### config.mk
export PLATFORM = sky130hd
export DESIGN_NAME = pwr_domain_mgr_flat
export DESIGN_NICKNAME = d
export VERILOG_FILES = /design/src/rtl/iot_sensor_pkg.sv /design/src/rtl/pwr_domain_mgr_if.sv /design/src/rtl/pwr_domain_fsm.sv /design/src/rtl/pwr_domain_mgr.sv /design/src/flat_wrapper.sv
export SDC_FILE = /design/constraint.sdc
export NUM_CORES = 1
export LEC_CHECK = 0
export ABC_AREA = 0
export ABC_CLOCK_PERIOD_IN_PS = 3800
export CAP_MARGIN = 20
export CORE_MARGIN = 5
export CORE_UTILIZATION = 45
export CTS_CLUSTER_SIZE = 14
export DETAILED_ROUTE_END_ITERATION = 10
export HOLD_SLACK_MARGIN = 0.12
export SYNTH_ARGS = -nofsm -noshare
export SYNTH_HDL_FRONTEND = slang
export SYNTH_SLANG_ARGS = --single-unit
### constraint.sdc
create_clock -name clk -period 3.8 [get_ports clk]
set_input_delay 0.57 -clock clk [delete_from_list [all_inputs] [get_ports clk]]
set_output_delay 0.57 -clock clk [all_outputs]
set_load 0.02 [all_outputs]
### src/rtl/iot_sensor_pkg.sv
// Shared types and constants for the sensor-controller power management slice.
package iot_sensor_pkg;

  typedef enum logic [1:0] {
    PWR_NORMAL = 2'b00,
    PWR_LOW    = 2'b01,
    PWR_SLEEP  = 2'b10,
    PWR_DEEP   = 2'b11
  } pwr_mode_e;

  typedef enum logic [1:0] {
    D_ON   = 2'b00,
    D_WAKE = 2'b01,
    D_OFF  = 2'b10
  } dom_state_e;

  localparam logic [2:0] PWR_STATE_NORMAL = 3'b001;
  localparam logic [2:0] PWR_STATE_LOW    = 3'b010;
  localparam logic [2:0] PWR_STATE_SLEEP  = 3'b100;
  localparam logic [2:0] PWR_STATE_DEEP   = 3'b000;

  function automatic logic [2:0] pwr_state_enc(input pwr_mode_e mode);
    case (mode)
      PWR_NORMAL: return PWR_STATE_NORMAL;
      PWR_LOW:    return PWR_STATE_LOW;
      PWR_SLEEP:  return PWR_STATE_SLEEP;
      default:    return PWR_STATE_DEEP;
    endcase
  endfunction

endpackage

### src/rtl/pwr_domain_mgr_if.sv
// Control/status bundle between the power manager and its system-side controller.
interface pwr_domain_mgr_if #(
  parameter int unsigned NUM_DOMAINS = 6,
  parameter int unsigned CNT_W       = 16
);
  logic                   global_enable;
  logic [NUM_DOMAINS-1:0] activity;
  logic [CNT_W-1:0]       timeout_cfg;
  logic [1:0]             power_mode;
  logic [NUM_DOMAINS-1:0] low_mask;
  logic [NUM_DOMAINS-1:0] sleep_keep_mask;
  logic                   motion_wakeup;
  logic                   timer_wakeup;
  logic [NUM_DOMAINS-1:0] clk_en;
  logic [NUM_DOMAINS-1:0] domain_ready;
  logic [2:0]             power_state;
  logic                   system_wakeup;
  logic [CNT_W-1:0]       idle_counter;
  logic                   power_save_active;

  modport master (
    output global_enable, activity, timeout_cfg, power_mode, low_mask,
           sleep_keep_mask, motion_wakeup, timer_wakeup,
    input  clk_en, domain_ready, power_state, system_wakeup, idle_counter,
           power_save_active
  );

  modport slave (
    input  global_enable, activity, timeout_cfg, power_mode, low_mask,
           sleep_keep_mask, motion_wakeup, timer_wakeup,
    output clk_en, domain_ready, power_state, system_wakeup, idle_counter,
           power_save_active
  );
endinterface

### src/rtl/pwr_domain_fsm.sv
// Single-domain gating FSM: idle timeout in D_ON, settle delay in D_WAKE.
module pwr_domain_fsm
  import iot_sensor_pkg::*;
#(
  parameter int unsigned CNT_W      = 16,
  parameter int unsigned WAKE_DELAY = 4
) (
  input  logic             clk,
  input  logic             rst_n,
  input  logic             force_off,
  input  logic             activity,
  input  logic [CNT_W-1:0] eff_to,
  output logic             clk_en,
  output logic             ready,
  output logic             is_off
);

  localparam int unsigned WAKE_W = (WAKE_DELAY > 1) ? $clog2(WAKE_DELAY) : 1;
  localparam logic [WAKE_W-1:0] WAKE_LAST = WAKE_W'(WAKE_DELAY - 1);

  dom_state_e        state;
  logic [CNT_W-1:0]  idle_cnt;
  logic [WAKE_W-1:0] wake_cnt;
  logic              expire;

  // Gate on the cycle the count reaches eff_to-1 so clk_en drops after exactly eff_to idle cycles.
  assign expire = (eff_to != '0) && (idle_cnt >= (eff_to - CNT_W'(1)));

  always_ff @(posedge clk or negedge rst_n) begin
    if (!rst_n) begin
      state    <= D_ON;
      idle_cnt <= '0;
      wake_cnt <= '0;
    end else if (force_off) begin
      state    <= D_OFF;
      idle_cnt <= '0;
      wake_cnt <= '0;
    end else begin
      case (state)
        D_ON: begin
          if (activity) begin
            idle_cnt <= '0;
          end else if (expire) begin
            state    <= D_OFF;
            idle_cnt <= '0;
          end else if (idle_cnt != '1) begin
            idle_cnt <= idle_cnt + CNT_W'(1);
          end
        end
        D_OFF: begin
          if (activity) begin
            state    <= D_WAKE;
            wake_cnt <= '0;
          end
        end
        D_WAKE: begin
          if (wake_cnt == WAKE_LAST) begin
            state    <= D_ON;
            idle_cnt <= '0;
            wake_cnt <= '0;
          end else begin
            wake_cnt <= wake_cnt + WAKE_W'(1);
          end
        end
        default: state <= D_OFF;
      endcase
    end
  end

  assign clk_en = (state != D_OFF);
  assign ready  = (state == D_ON);
  assign is_off = (state == D_OFF);

endmodule

### src/rtl/pwr_domain_mgr.sv
// Power/clock-enable manager: per-domain gating FSMs plus mode forcing, wake pulse and status.
module pwr_domain_mgr
  import iot_sensor_pkg::*;
#(
  parameter int unsigned NUM_DOMAINS = 6,
  parameter int unsigned CNT_W       = 16,
  parameter int unsigned WAKE_DELAY  = 4,
  parameter int unsigned LOW_SHIFT   = 2
) (
  input logic              clk,
  input logic              rst_n,
  pwr_domain_mgr_if.slave  bus
);

  pwr_mode_e              mode;
  logic [NUM_DOMAINS-1:0] force_off;
  logic [NUM_DOMAINS-1:0] clk_en_v;
  logic [NUM_DOMAINS-1:0] ready_v;
  logic [NUM_DOMAINS-1:0] is_off;
  logic [CNT_W-1:0]       eff_to [NUM_DOMAINS];
  logic [CNT_W-1:0]       low_to;
  logic                   all_off;
  logic                   wake_src;
  logic                   wake_prev;
  logic                   wakeup_q;
  logic [2:0]             state_q;
  logic [CNT_W-1:0]       idle_q;

  assign mode   = pwr_mode_e'(bus.power_mode);
  assign low_to = bus.timeout_cfg >> LOW_SHIFT;

  always_comb begin
    force_off = '0;
    for (int unsigned i = 0; i < NUM_DOMAINS; i++) begin
      force_off[i] = !bus.global_enable || (mode == PWR_DEEP) ||
                     ((mode == PWR_SLEEP) && !bus.sleep_keep_mask[i]);
      eff_to[i]    = ((mode == PWR_LOW) && bus.low_mask[i]) ? low_to : bus.timeout_cfg;
    end
  end

  for (genvar g = 0; g < NUM_DOMAINS; g++) begin : g_dom
    pwr_domain_fsm #(
      .CNT_W      (CNT_W),
      .WAKE_DELAY (WAKE_DELAY)
    ) u_fsm (
      .clk       (clk),
      .rst_n     (rst_n),
      .force_off (force_off[g]),
      .activity  (bus.activity[g]),
      .eff_to    (eff_to[g]),
      .clk_en    (clk_en_v[g]),
      .ready     (ready_v[g]),
      .is_off    (is_off[g])
    );
  end

  assign all_off  = &is_off;
  assign wake_src = (mode == PWR_SLEEP) ? (bus.motion_wakeup | bus.timer_wakeup) :
                    (mode == PWR_DEEP)  ? bus.motion_wakeup : 1'b0;

  always_ff @(posedge clk or negedge rst_n) begin
    if (!rst_n) begin
      wake_prev <= 1'b0;
      wakeup_q  <= 1'b0;
      state_q   <= PWR_STATE_NORMAL;
      idle_q    <= '0;
    end else begin
      wake_prev <= wake_src;
      wakeup_q  <= wake_src & ~wake_prev;
      state_q   <= pwr_state_enc(mode);
      if (bus.global_enable && all_off) begin
        if (idle_q != '1) idle_q <= idle_q + CNT_W'(1);
      end else begin
        idle_q <= '0;
      end
    end
  end

  assign bus.clk_en            = clk_en_v;
  assign bus.domain_ready      = ready_v;
  assign bus.power_state       = state_q;
  assign bus.system_wakeup     = wakeup_q;
  assign bus.idle_counter      = idle_q;
  assign bus.power_save_active = (mode != PWR_NORMAL) || all_off;

endmodule

### src/flat_wrapper.sv
// flat-port wrapper written by rule: the top's interface ports become plain ports
module pwr_domain_mgr_flat import iot_sensor_pkg::*;
#(
  parameter int unsigned NUM_DOMAINS = 6,
  parameter int unsigned CNT_W       = 16,
  parameter int unsigned WAKE_DELAY  = 4,
  parameter int unsigned LOW_SHIFT   = 2
)
  (clk, rst_n, bus_global_enable, bus_activity, bus_timeout_cfg, bus_power_mode, bus_low_mask, bus_sleep_keep_mask, bus_motion_wakeup, bus_timer_wakeup, bus_clk_en, bus_domain_ready, bus_power_state, bus_system_wakeup, bus_idle_counter, bus_power_save_active);
  pwr_domain_mgr_if #(.NUM_DOMAINS(NUM_DOMAINS), .CNT_W(CNT_W)) bus_i ();
  input logic clk;
  input logic rst_n;
  input wire logic [$bits(bus_i.global_enable)-1:0] bus_global_enable;
  input wire logic [$bits(bus_i.activity)-1:0] bus_activity;
  input wire logic [$bits(bus_i.timeout_cfg)-1:0] bus_timeout_cfg;
  input wire logic [$bits(bus_i.power_mode)-1:0] bus_power_mode;
  input wire logic [$bits(bus_i.low_mask)-1:0] bus_low_mask;
  input wire logic [$bits(bus_i.sleep_keep_mask)-1:0] bus_sleep_keep_mask;
  input wire logic [$bits(bus_i.motion_wakeup)-1:0] bus_motion_wakeup;
  input wire logic [$bits(bus_i.timer_wakeup)-1:0] bus_timer_wakeup;
  output wire logic [$bits(bus_i.clk_en)-1:0] bus_clk_en;
  output wire logic [$bits(bus_i.domain_ready)-1:0] bus_domain_ready;
  output wire logic [$bits(bus_i.power_state)-1:0] bus_power_state;
  output wire logic [$bits(bus_i.system_wakeup)-1:0] bus_system_wakeup;
  output wire logic [$bits(bus_i.idle_counter)-1:0] bus_idle_counter;
  output wire logic [$bits(bus_i.power_save_active)-1:0] bus_power_save_active;
  assign bus_i.global_enable = bus_global_enable;
  assign bus_i.activity = bus_activity;
  assign bus_i.timeout_cfg = bus_timeout_cfg;
  assign bus_i.power_mode = bus_power_mode;
  assign bus_i.low_mask = bus_low_mask;
  assign bus_i.sleep_keep_mask = bus_sleep_keep_mask;
  assign bus_i.motion_wakeup = bus_motion_wakeup;
  assign bus_i.timer_wakeup = bus_timer_wakeup;
  assign bus_clk_en = bus_i.clk_en;
  assign bus_domain_ready = bus_i.domain_ready;
  assign bus_power_state = bus_i.power_state;
  assign bus_system_wakeup = bus_i.system_wakeup;
  assign bus_idle_counter = bus_i.idle_counter;
  assign bus_power_save_active = bus_i.power_save_active;
  pwr_domain_mgr #(.NUM_DOMAINS(NUM_DOMAINS), .CNT_W(CNT_W), .WAKE_DELAY(WAKE_DELAY), .LOW_SHIFT(LOW_SHIFT)) u_core (.clk(clk), .rst_n(rst_n), .bus(bus_i));
endmodule
After elaboration in Yosys (flattened, before gate mapping)
Index checks and enable logic that the tools add are counted.
- $add $sub $neg: 19
- $lt $le $gt $ge: 6
- equality and inequality tests: 65
- muxes and demuxes: 107
- bitwise gates (word level): 3
- reduce and logical (&&, ||, !) cells: 79
- operators with widths (cell ; number):
    $mux W16 ; 38
    $pmux W16 S2 ; 6
    $add A16 B1 Y16 const B ; 7
    $ne A16 B16 Y1 const B ; 7
    $ge A16 B16 Y1 ; 6
    $mux W2 ; 48
    $reduce_bool A16 Y1 ; 6
    $sub A16 B1 Y16 const B ; 6
    $ne A3 B3 Y1 const B ; 18
    $pmux W2 S3 ; 6
    $reduce_bool A3 Y1 ; 12
    $ne A5 B3 Y1 const B ; 6
    $eq A2 B2 Y1 const B ; 14
    $pmux W2 S2 ; 6
    $reduce_and A4 Y1 ; 6
    $logic_and A1 B1 Y1 ; 19
    $ne A3 B2 Y1 const B ; 6
    $reduce_and A3 Y1 ; 6
    $eq A2 B1 Y1 const B ; 7
    $logic_not A2 Y1 ; 7
    $ne A2 B2 Y1 const B ; 7
    $add A2 B1 Y2 const B ; 6
    $reduce_and A2 Y1 ; 6
    $pmux W3 S3 ; 1
    8 further kinds ; 22
- bits in registers: 141
- input port bits: 41
- output and inout port bits: 33
- logic and storage cells: 301

Depth between registers and ports, before layout
Gate-level depths: netlist of run 1.
- depth after elaboration: 10
- mapped depth: 19
- mapped depth without buffers: 15

Modules after synthesis
From an unflattened synthesis of run 1, not the netlist that was laid out.
- cell total of the unflattened synthesis: 1607
- area total of the unflattened synthesis: 14301.2 sq um
- modules (own cells, without submodules) (module ; times used ; cells an instance ; area each (sq um) ; sequential area each (sq um)):
    pwr_domain_fsm (u_core.g_dom[0].u_fsm ...) ; 4 ; 218 ; 1963.1 ; 500.5
    pwr_domain_mgr ; 1 ; 245 ; 2268.4 ; 526.8
    pwr_domain_fsm (u_core.g_dom[2].u_fsm) ; 1 ; 249 ; 2157.1 ; 500.5
    pwr_domain_fsm (u_core.g_dom[5].u_fsm) ; 1 ; 241 ; 2023.2 ; 500.5

Worst setup path after synthesis of run 1
OpenSTA, ideal clock, no wires.
- kind: input to register
- start point: input port bus_timeout_cfg[5]
- end point: register u_core.g_dom[2].u_fsm.idle_cnt[3]
- library setup time: 0.083 ns
- arrival: 4.721 ns
- data required time: 3.717 ns
- path slack: -1.004 ns
- stages: 16
- path buffers: 1
- cells stage by stage: clkbuf_1 -> nor2_1 -> nand2_1 -> a2111o_1 -> nor3_1 -> nand2_1 -> nor3_1 -> mux2_2 -> ha_1 -> nand4_1 -> nor3_1 -> or4b_2 -> nand4_1 -> nand3_1 -> or4b_2 -> o21ai_0
- cells in the longest elaborated chain, start to end: 8
- elaborated cells between the ends (all ways): 11
- classes of those cells: add/sub (1); order compare (1); eq/ne (1); mux (5); reduce/logical (3)
- RTL lines (what ; RTL line ; RTL):
    from (decl) ; flat_wrapper.sv:15 ; input wire logic [$bits(bus_i.timeout_cfg)-1:0] bus_timeout_cfg;
    $mux W16 * ; pwr_domain_mgr.sv:37 ; eff_to[i] = ((mode == PWR_LOW) && bus.low_mask[i]) ? low_to : bus.timeout_cfg;
    $sub A16 B1 Y16 ; pwr_domain_fsm.sv:27 ; assign expire = (eff_to != '0) && (idle_cnt >= (eff_to - CNT_W'(1)));
    $ge A16 B16 Y1 ; pwr_domain_fsm.sv:27 ;
    $logic_and A1 B1 Y1 * ; pwr_domain_fsm.sv:27 ;
    $mux W16 ; pwr_domain_fsm.sv:43 ; end else if (expire) begin
    $mux W16 ; pwr_domain_fsm.sv:41 ; if (activity) begin
    $pmux W16 S2 ; pwr_domain_fsm.sv:39 ; case (state)
    $mux W16 ; pwr_domain_fsm.sv:34 ; end else if (force_off) begin
    to (signal assigned) ; pwr_domain_fsm.sv:47 ; idle_cnt <= idle_cnt + CNT_W'(1);
    to (decl) ; pwr_domain_fsm.sv:22 ; logic [CNT_W-1:0] idle_cnt;
Every way passes the cells marked *; elsewhere a longest branch is shown, timed or not.
A chain may end at the register's enable or synchronous reset.

Worst setup path in the final report of run 1
- start point: input port bus_power_mode[1]
- end point: register u_core.g_dom[5].u_fsm.idle_cnt[12]
- cells in the longest elaborated chain, start to end: 10
- elaborated cells between the ends (all ways): 20
- classes of those cells: add/sub (1); order compare (1); eq/ne (5); mux (5); reduce/logical (8)
- RTL lines (what ; RTL line ; RTL):
    from (decl) ; flat_wrapper.sv:16 ; input wire logic [$bits(bus_i.power_mode)-1:0] bus_power_mode;
    $eq A2 B1 Y1 ; pwr_domain_mgr.sv:37 ;
    $logic_and A1 B1 Y1 ; pwr_domain_mgr.sv:37 ;
    $mux W16 ; pwr_domain_mgr.sv:37 ;
    $sub A16 B1 Y16 ; pwr_domain_fsm.sv:27 ;
    $ge A16 B16 Y1 ; pwr_domain_fsm.sv:27 ;
    $logic_and A1 B1 Y1 ; pwr_domain_fsm.sv:27 ;
    $mux W16 ; pwr_domain_fsm.sv:43 ;
    $mux W16 ; pwr_domain_fsm.sv:41 ;
    $pmux W16 S2 ; pwr_domain_fsm.sv:39 ;
    $mux W16 ; pwr_domain_fsm.sv:34 ;
    to (signal assigned) ; pwr_domain_fsm.sv:47 ;
    to (decl) ; pwr_domain_fsm.sv:22 ;
Parallel ways exist; a longest one is shown, timed or not.

==> results_dict.tcl, run 1 <==
set metrics [dict create \
    grt_pass1_wl_um 74200 \
    critPathCaptureType "flop" \
    synth-edff-count 0 \
    synth-compound-area-share 0.221 \
    worst_r2r_path_depth 10 \
    drt-vias-per-instance 5.93 \
    yosys-top-cells-area "sky130_fd_sc_hd__dfrtp_1 (25%), sky130_fd_sc_hd__ha_1 (12%), sky130_fd_sc_hd__a21oi_1 (5.0%), sky130_fd_sc_hd__nand2_1 (5.0%), sky130_fd_sc_hd__nor2_1 (5.0%)" \
    global_route.usage.total 0.254 \
    fp.coreArea_um2 30700 \
    reg2reg_to "u_core.g_dom[4].u_fsm.idle_cnt[9]$_DFFE_PN0P_" \
    worstSetupStartpointType "input port" \
    synth_adder_area_share 0.124 \
    tritoncts_num_sinks 141 \
    synth.ff_latch_count 141 \
    synth_xor_area_frac 0.0499 \
    most_used_cell_cp "sky130_fd_sc_hd__buf_4" \
    muxShareOfSynthArea 0.0530 \
    finalNonFillerCells 2500 \
    syn_avg_cell_area_um2 7.77 \
    synth_cell_type_count 85 \
    synth_cells 1807 \
    design.portCount 74 \
    cpPeakStageDelay_ns 0.46 \
    crit_path_cell_trace "buf_8, buf_6, and3b_2, mux2i_2, nor3b_4, nand3b_1, or4_4, o21a_1, ha_4, and4_1, nand3_1, o32ai_2, o31a_1, o41ai_4, buf_4, buf_4, a21o_1, a32o_1" \
    synth_top_area_cell "sky130_fd_sc_hd__dfrtp_1" \
    tritoncts "built" \
    num_vias 14822 \
    power_density_nw_per_um2 270 \
    max_slew_margin 0.394 \
    dp_hpwl_um 33200 \
    failed_checks "negative setup slack" \
    min_path_cells 1 \
    avgRoutedWirePerCell_um 18.5 \
    synth_simple_gate_area_share 0.248 \
    worst_skew_pair.late_latency_ns 0.46 \
    clk_pin_slew_worst_paths_ns 0.06 \
    start_util 0.458 \
    synth_seq_area_share 0.251 \
    timing_worst_slew_pin_value_ns 0.900 \
    status "finished with violations" \
    hp-start "u_core.wake_prev$_DFF_PN0_" \
    drv_slew 0 \
    multiInputGateArea_um2 10800 \
    synth_top_family_by_area "simple AND/OR/NAND/NOR gates" \
    synth-warning-count 0 \
    timing.critical_path.slowest_stage_cell "sky130_fd_sc_hd__or4_4" \
    cts_max_path_buffers 2 \
    fin_crit_ns 3.96 \
    fmaxAchievable_mhz 252 \
    seq_area_um2 3530 \
    final_min_period_over_clock_period 1.04 \
    placed_insts 2421 \
    post-place-ws_ns -1.21 \
    worst_path_dominant_cell_family "simple AND/OR/NAND/NOR gates" \
    worst_clock_skew_ns 0.0106 \
    hold_viol_final 0 \
    fin_nets 2269 \
    regToRegSetupSlack_ns 0.74 \
    synth-main-ff-cell "sky130_fd_sc_hd__dfrtp_1" \
    post_route_utilization 0.621 \
    clock_tree.root_cell "sky130_fd_sc_hd__clkbuf_16" \
    tritoncts.num_buffers 17 \
    hold_path.class "flop to flop" \
    antenna_violating_nets_post_route 0 \
    antenna_found_initial 2 \
    nFillCells 2622 \
    postLayoutSetupSlackWorst_ns -0.161 \
    timing.critical_path.required_ns 4.14 \
    setup_repair_after_global_routing_missed_its_margin "yes" \
    synthesis.area_um2 14000 \
    globalplace.congestion 0.910 \
    worst_hold_path.endpoint "u_core.bus.system_wakeup$_DFF_PN0_" \
    rows 64 \
    rr_startpoint "u_core.g_dom[4].u_fsm.idle_cnt[1]$_DFFE_PN0P_" \
    detailedRoute.firstPassIterationCount 7 \
    globalRoute.totalOverflow 0 \
    grt_start_max_net_pins 57 \
    dieArea_um2 34800 \
    first_global_vias 14062 \
    die_h_um 187 \
    remaining_drc_errors 0 \
    timing.max_cap.violations 0 \
    setup.worst_path.start "bus_power_mode[1]" \
    drt_wl_total_um 46300 \
    synth.top_cell.area_share 0.249 \
    htree_num_levels 4 \
    place.port_buffers 73 \
    fin_tns_setup_ns -5.01 \
    cp_data_arrival_time_ns 4.30 \
    cp_max_fo 5 \
    crit_type "input port to flop" \
    finalSetupViolations 70 \
    drt_iter0_markers 1113 \
    synthArstFlopShare 1.00 \
    critical_path_buf_inv_count 4 \
    drive_above_1_share 0.265 \
    power.leakage_nw 8.26 \
    vdd_drop_max_mv 0.353 \
    synth_nets 1987 \
    syn_to_final_growth_pct 35.5 \
    die_w_um 187 \
]
flip-flops by register name (all words and copies together) (netlist names):
| signal | count |
|---|---|
| u_core.g_dom.u_fsm.idle_cnt | 96 |
| u_core.g_dom.u_fsm.state | 12 |
| u_core.bus.system_wakeup | 1 |
| u_core.wake_prev | 1 |
| u_core.bus.idle_counter | 16 |
| u_core.g_dom.u_fsm.wake_cnt | 12 |
| u_core.bus.power_state | 3 |
layout by cell type (no fill, tap or decap), types with 8 or more instances in the layout:
cell and instances:
sky130_fd_sc_hd__buf_4 248, sky130_fd_sc_hd__clkdlybuf4s50_1 52, sky130_fd_sc_hd__o21a_1 14, sky130_fd_sc_hd__or2_2 9, sky130_fd_sc_hd__clkbuf_16 20, sky130_fd_sc_hd__nor2_2 10, sky130_fd_sc_hd__nor2_1 171, sky130_fd_sc_hd__o21ai_2 20
sky130_fd_sc_hd__mux2_2 8, sky130_fd_sc_hd__nand3_1 71, sky130_fd_sc_hd__nand3b_1 8, sky130_fd_sc_hd__a211oi_1 13, sky130_fd_sc_hd__a221o_1 12, sky130_fd_sc_hd__o21ai_1 31, sky130_fd_sc_hd__ha_1 133, sky130_fd_sc_hd__xor2_1 33
sky130_fd_sc_hd__nand4_1 28, sky130_fd_sc_hd__or3_1 19, sky130_fd_sc_hd__a21oi_2 46, sky130_fd_sc_hd__o211ai_1 11, sky130_fd_sc_hd__a21o_1 13, sky130_fd_sc_hd__a21oi_1 94, sky130_fd_sc_hd__nor4_1 16, sky130_fd_sc_hd__dfrtp_1 140
sky130_fd_sc_hd__buf_6 42, sky130_fd_sc_hd__nand2_1 181, sky130_fd_sc_hd__nand2b_1 29, sky130_fd_sc_hd__a32oi_1 10, sky130_fd_sc_hd__nor3_1 36, sky130_fd_sc_hd__o22ai_1 18, sky130_fd_sc_hd__xnor2_1 46, sky130_fd_sc_hd__and3_1 26
sky130_fd_sc_hd__and2_1 11, sky130_fd_sc_hd__and4_1 11, sky130_fd_sc_hd__mux2i_1 60, sky130_fd_sc_hd__inv_1 61, sky130_fd_sc_hd__o21ai_0 90, sky130_fd_sc_hd__a31oi_1 17, sky130_fd_sc_hd__nor2b_1 11
cells by family (layout without fill, tap and decap cells):
family / count (synthesis) / after routing
AO/OA/AOI/OAI: 488 / 488
AND/OR/NAND/NOR: 709 / 711
other: 0 / 2
multiplexers: 73 / 73
flip-flops: 141 / 141
buffers and inverters: 177 / 470
adder cells (fa/ha/maj): 139 / 139
XOR/XNOR: 80 / 80
per-layer routing:
metal,vias up,GRT usage,share of wire
met5,-,0,0
met4,0,0.0706,0.021
met3,55,0.0437,0.056
met2,446,0.418,0.48
met1,7137,0.346,0.44
li1,7184,-,-
synthesized netlist by cell type (12+ instances only):
cell,instances
sky130_fd_sc_hd__nand2_1,187
sky130_fd_sc_hd__nor2b_1,12
sky130_fd_sc_hd__buf_4,12
sky130_fd_sc_hd__nand2b_1,29
sky130_fd_sc_hd__nand4_1,28
sky130_fd_sc_hd__mux2i_1,62
sky130_fd_sc_hd__o22ai_1,24
sky130_fd_sc_hd__a211oi_1,19
sky130_fd_sc_hd__inv_1,61
sky130_fd_sc_hd__o21ai_0,132
sky130_fd_sc_hd__clkbuf_1,72
sky130_fd_sc_hd__or3_1,22
sky130_fd_sc_hd__nand3_1,74
sky130_fd_sc_hd__nor3_1,46
sky130_fd_sc_hd__xor2_1,33
sky130_fd_sc_hd__a21oi_1,141
sky130_fd_sc_hd__a221o_1,12
sky130_fd_sc_hd__nor2_1,186
sky130_fd_sc_hd__nor4_1,20
sky130_fd_sc_hd__or2_2,13
sky130_fd_sc_hd__buf_1,12
sky130_fd_sc_hd__dfrtp_1,140
sky130_fd_sc_hd__o21a_1,14
sky130_fd_sc_hd__and3_1,28
sky130_fd_sc_hd__a31oi_1,20
sky130_fd_sc_hd__xnor2_1,47
sky130_fd_sc_hd__a21o_1,13
sky130_fd_sc_hd__ha_1,139
sky130_fd_sc_hd__buf_2,13
power by group:
group	switching [mW]	internal, mW	leakage [nW]	total, mW
clock	0.706	1.37	0.347	2.07
sequential	0.0290	1.53	1.93	1.56
combinational	0.853	0.650	5.98	1.50
cell type report:
type	count	share of cell area
clock inverters	10	0.0122
diodes	2	0.000263
multi-input cells	1491	0.568
inverters	66	0.0131
repair inverters	1	0.000394
well taps	396	0.0260
repair buffers	371	0.169
flip-flops and latches	141	0.185
clock buffers	22	0.0254
how the worst max path moves through the flow:
stage	end	slack [ns]	depth (start not counted)
finish	u_core.g_dom[5].u_fsm.idle_cnt[12]$_DFFE_PN0P_	-0.16	18
global route	u_core.g_dom[5].u_fsm.idle_cnt[12]$_DFFE_PN0P_	-0.32	19
CTS	u_core.g_dom[2].u_fsm.idle_cnt[0]$_DFFE_PN0P_	-0.13	19
detailed placement	u_core.g_dom[4].u_fsm.idle_cnt[2]$_DFFE_PN0P_	-1.21	16
global placement	u_core.g_dom[3].u_fsm.state[1]$_DFFE_PN0P_	-1.20	17
floorplan	u_core.g_dom[4].u_fsm.idle_cnt[11]$_DFFE_PN0P_	-0.87	18
what timing repair did:
| item | CTS | global route |
|---|---|---|
| cloned | 7 | 6 |
| hold endpoints to repair | 47 | 0 |
| endpoints found under the setup margin | 108 | 107 |
| pin swaps | 51 | 74 |
| buffers inserted | 14 | 22 |
| hold buffers | 1 | 0 |
| gates resized for setup | 177 | 155 |
metrics by stage:
stage	cell area, um2	hold slack, ns	power (mW)
detailed placement	16900	0.399	2.93
global route	19000	0.413	5.38
CTS	18300	0.408	5.08
floorplan	14300	0.274	2.41
global placement	16900	0.387	2.90
finish	19000	0.404	5.14
Power figures use the tool's default switching activity.
==> inputs of run 2 (changes only) <==
--- a/config.mk
+++ b/config.mk
@@ -9,7 +9,7 @@
 export ABC_CLOCK_PERIOD_IN_PS = 3800
 export CAP_MARGIN = 20
 export CORE_MARGIN = 5
-export CORE_UTILIZATION = 45
+export CORE_UTILIZATION = 40
 export CTS_CLUSTER_SIZE = 14
 export DETAILED_ROUTE_END_ITERATION = 10
 export HOLD_SLACK_MARGIN = 0.12
==> results_dict.tcl, run 2 (same netlist as run 1, synthesis figures left out) <==
set metrics [dict create \
    fin_crit_ns 4.03 \
    finalSetupViolations 84 \
    finalNonFillerCells 2556 \
    global_route.usage.total 0.237 \
    whs_ns 0.165 \
    remaining_drc_errors 0 \
    detailedRoute.firstPassIterationCount 5 \
    setup_repair_after_global_routing_missed_its_margin "yes" \
    drt-vias-per-instance 5.79 \
    nFillCells 3120 \
    drv_slew 0 \
    p_total_mw 4.89 \
    final_cell_mix "sky130_fd_sc_hd__buf_4 (236), sky130_fd_sc_hd__nor2_1 (175), sky130_fd_sc_hd__nand2_1 (168)" \
    rr_startpoint "u_core.g_dom[4].u_fsm.idle_cnt[1]$_DFFE_PN0P_" \
    tritoncts.num_buffers 17 \
    fmaxAchievable_mhz 248 \
    start_util 0.406 \
    fin_nets 2269 \
    antenna_found_initial 1 \
    reg2reg_to "u_core.g_dom[4].u_fsm.idle_cnt[13]$_DFFE_PN0P_" \
    postLayoutCellArea_um2 19200 \
    rows 68 \
    tritoncts_num_sinks 141 \
    clk_pin_slew_worst_paths_ns 0.06 \
    syn_to_final_growth_pct 36.5 \
    globalplace.congestion 0.909 \
    timing_worst_slew_pin_value_ns 0.787 \
    num_vias 14802 \
    cp_max_fo 6 \
    timing.critical_path.required_ns 4.16 \
    drt_wl_total_um 47000 \
    failed_checks "negative setup slack" \
    holdBufCountCts 0 \
    design.portCount 74 \
    antenna_violating_nets_post_route 0 \
    largest_register_ff_count 96 \
    globalRoute.totalOverflow 0 \
    first_global_vias 14408 \
    grt_start_max_net_pins 72 \
    post_route_utilization 0.554 \
    status "finished with violations" \
    max_slew_margin 0.470 \
    registers.top_by_ff_count "u_core.g_dom.u_fsm.idle_cnt" \
    regToRegSetupSlack_ns 0.69 \
    timing.max_cap.violations 0 \
    fin_tns_setup_ns -9.49 \
    avgRoutedWirePerCell_um 18.4 \
    tritoncts "built" \
    power.leakage_nw 8.37 \
    ant_diodes 0 \
    htree_num_levels 4 \
    grt_pass1_wl_um 75500 \
    cts_max_path_buffers 2 \
    final_min_period_over_clock_period 1.06 \
    placed_insts 2458 \
    worstSetupStartpointType "input port" \
    drt_iter0_markers 1059 \
    dieArea_um2 39000 \
    critPathCaptureType "flop" \
    postLayoutSetupSlackWorst_ns -0.228 \
    die_w_um 197 \
    dp_hpwl_um 33300 \
    most_common_library_cell_in_the_layout_ignoring_fill_and_taps "sky130_fd_sc_hd__buf_4" \
    vdd_drop_max_mv 0.347 \
    hold_path.class "input port to asynchronous set/reset pin" \
    post-place-ws_ns -1.33 \
    detailed_place.area_um2 16800 \
    hold_viol_final 0 \
    worst_clock_skew_ns 0.0124 \
    cp_data_arrival_time_ns 4.39 \
    fp.coreArea_um2 34600 \
    clock_tree.root_cell "sky130_fd_sc_hd__clkbuf_16" \
    place.port_buffers 73 \
    power_density_nw_per_um2 255 \
    worst_r2r_path_depth 9 \
    crit_type "input port to flop" \
    drive_above_1_share 0.266 \
    worst_skew_pair.late_latency_ns 0.45 \
    die_h_um 197 \
]
[run 2: report_power, final]
| group | switching [mW] | internal, mW | total, mW | leakage (nW) |
|---|---|---|---|---|
| clock network | 0.702 | 1.11 | 1.81 | 0.301 |
| registers | 0.0295 | 1.53 | 1.56 | 1.93 |
| logic | 0.862 | 0.646 | 1.51 | 6.14 |
[run 2: what timing repair did]
item	in CTS	in global routing
pin swaps	98	62
endpoints found under the setup margin	108	108
cloned	8	1
setup buffers	44	18
resized for setup	227	137
[run 2: worst max-delay path by stage]
stage                       start                                             end  slack, ns  depth (start not counted)
2_1_floorplan  bus_timeout_cfg[2]  u_core.g_dom[4].u_fsm.idle_cnt[11]$_DFFE_PN0P_      -0.87                         18
6_report       bus_timeout_cfg[4]   u_core.g_dom[3].u_fsm.idle_cnt[7]$_DFFE_PN0P_      -0.23                         19
5_1_grt         bus_power_mode[1]   u_core.g_dom[2].u_fsm.idle_cnt[3]$_DFFE_PN0P_      -0.36                         16
3_3_place_gp   bus_timeout_cfg[4]  u_core.g_dom[4].u_fsm.idle_cnt[10]$_DFFE_PN0P_      -1.23                         17
3_5_place_dp   bus_timeout_cfg[4]   u_core.g_dom[3].u_fsm.idle_cnt[5]$_DFFE_PN0P_      -1.33                         18
4_1_cts        bus_timeout_cfg[4]   u_core.g_dom[4].u_fsm.idle_cnt[9]$_DFFE_PN0P_      -0.24                         18
[run 2: critical path, cell delays in order]
cell and delay (ns):
sky130_fd_sc_hd__buf_8 0.11, sky130_fd_sc_hd__or3_4 0.38, sky130_fd_sc_hd__or3_4 0.41, sky130_fd_sc_hd__buf_6 0.14
sky130_fd_sc_hd__nor4_4 0.13, sky130_fd_sc_hd__buf_4 0.17, sky130_fd_sc_hd__nand2_4 0.07, sky130_fd_sc_hd__nor3_4 0.18
sky130_fd_sc_hd__mux2_4 0.33, sky130_fd_sc_hd__ha_4 0.24, sky130_fd_sc_hd__buf_6 0.11, sky130_fd_sc_hd__and4_1 0.20
sky130_fd_sc_hd__a221oi_4 0.31, sky130_fd_sc_hd__a21oi_4 0.13, sky130_fd_sc_hd__buf_6 0.15, sky130_fd_sc_hd__buf_6 0.11
sky130_fd_sc_hd__buf_6 0.11, sky130_fd_sc_hd__or3_1 0.36, sky130_fd_sc_hd__a31oi_1 0.18
[run 2: final cells by class]
class / instances / area (um2) / area share
clock buffer: 21 / 450 / 0.0235
clock inverter: 10 / 165 / 0.00862
timing repair inverter: 1 / 7.51 / 0.000392
sequential: 141 / 3530 / 0.184
inverter: 66 / 256 / 0.0134
timing repair buffer: 372 / 3310 / 0.173
multi-input combinational: 1490 / 10900 / 0.567
tap: 455 / 569 / 0.0297
[run 2: routing by layer]
metal | wire (um) | part of all wire | track usage | up-vias
met1 | 21000 | 0.45 | 0.319 | 7106
met3 | 2630 | 0.056 | 0.0423 | 90
met5 | 11 | 0.00023 | 0 | -
met4 | 1610 | 0.034 | 0.0973 | 2
li1 | - | - | - | 7167
met2 | 21700 | 0.46 | 0.378 | 437
==> inputs of run 3 (changes only) <==
--- a/config.mk
+++ b/config.mk
@@ -13,6 +13,7 @@
 export CTS_CLUSTER_SIZE = 14
 export DETAILED_ROUTE_END_ITERATION = 10
 export HOLD_SLACK_MARGIN = 0.12
+export SLEW_MARGIN = 25
 export SYNTH_ARGS = -nofsm -noshare
 export SYNTH_HDL_FRONTEND = slang
 export SYNTH_SLANG_ARGS = --single-unit
==> results of run 3 <==
Same layout as run 2: the final DEF is identical, and so are final timing and power.
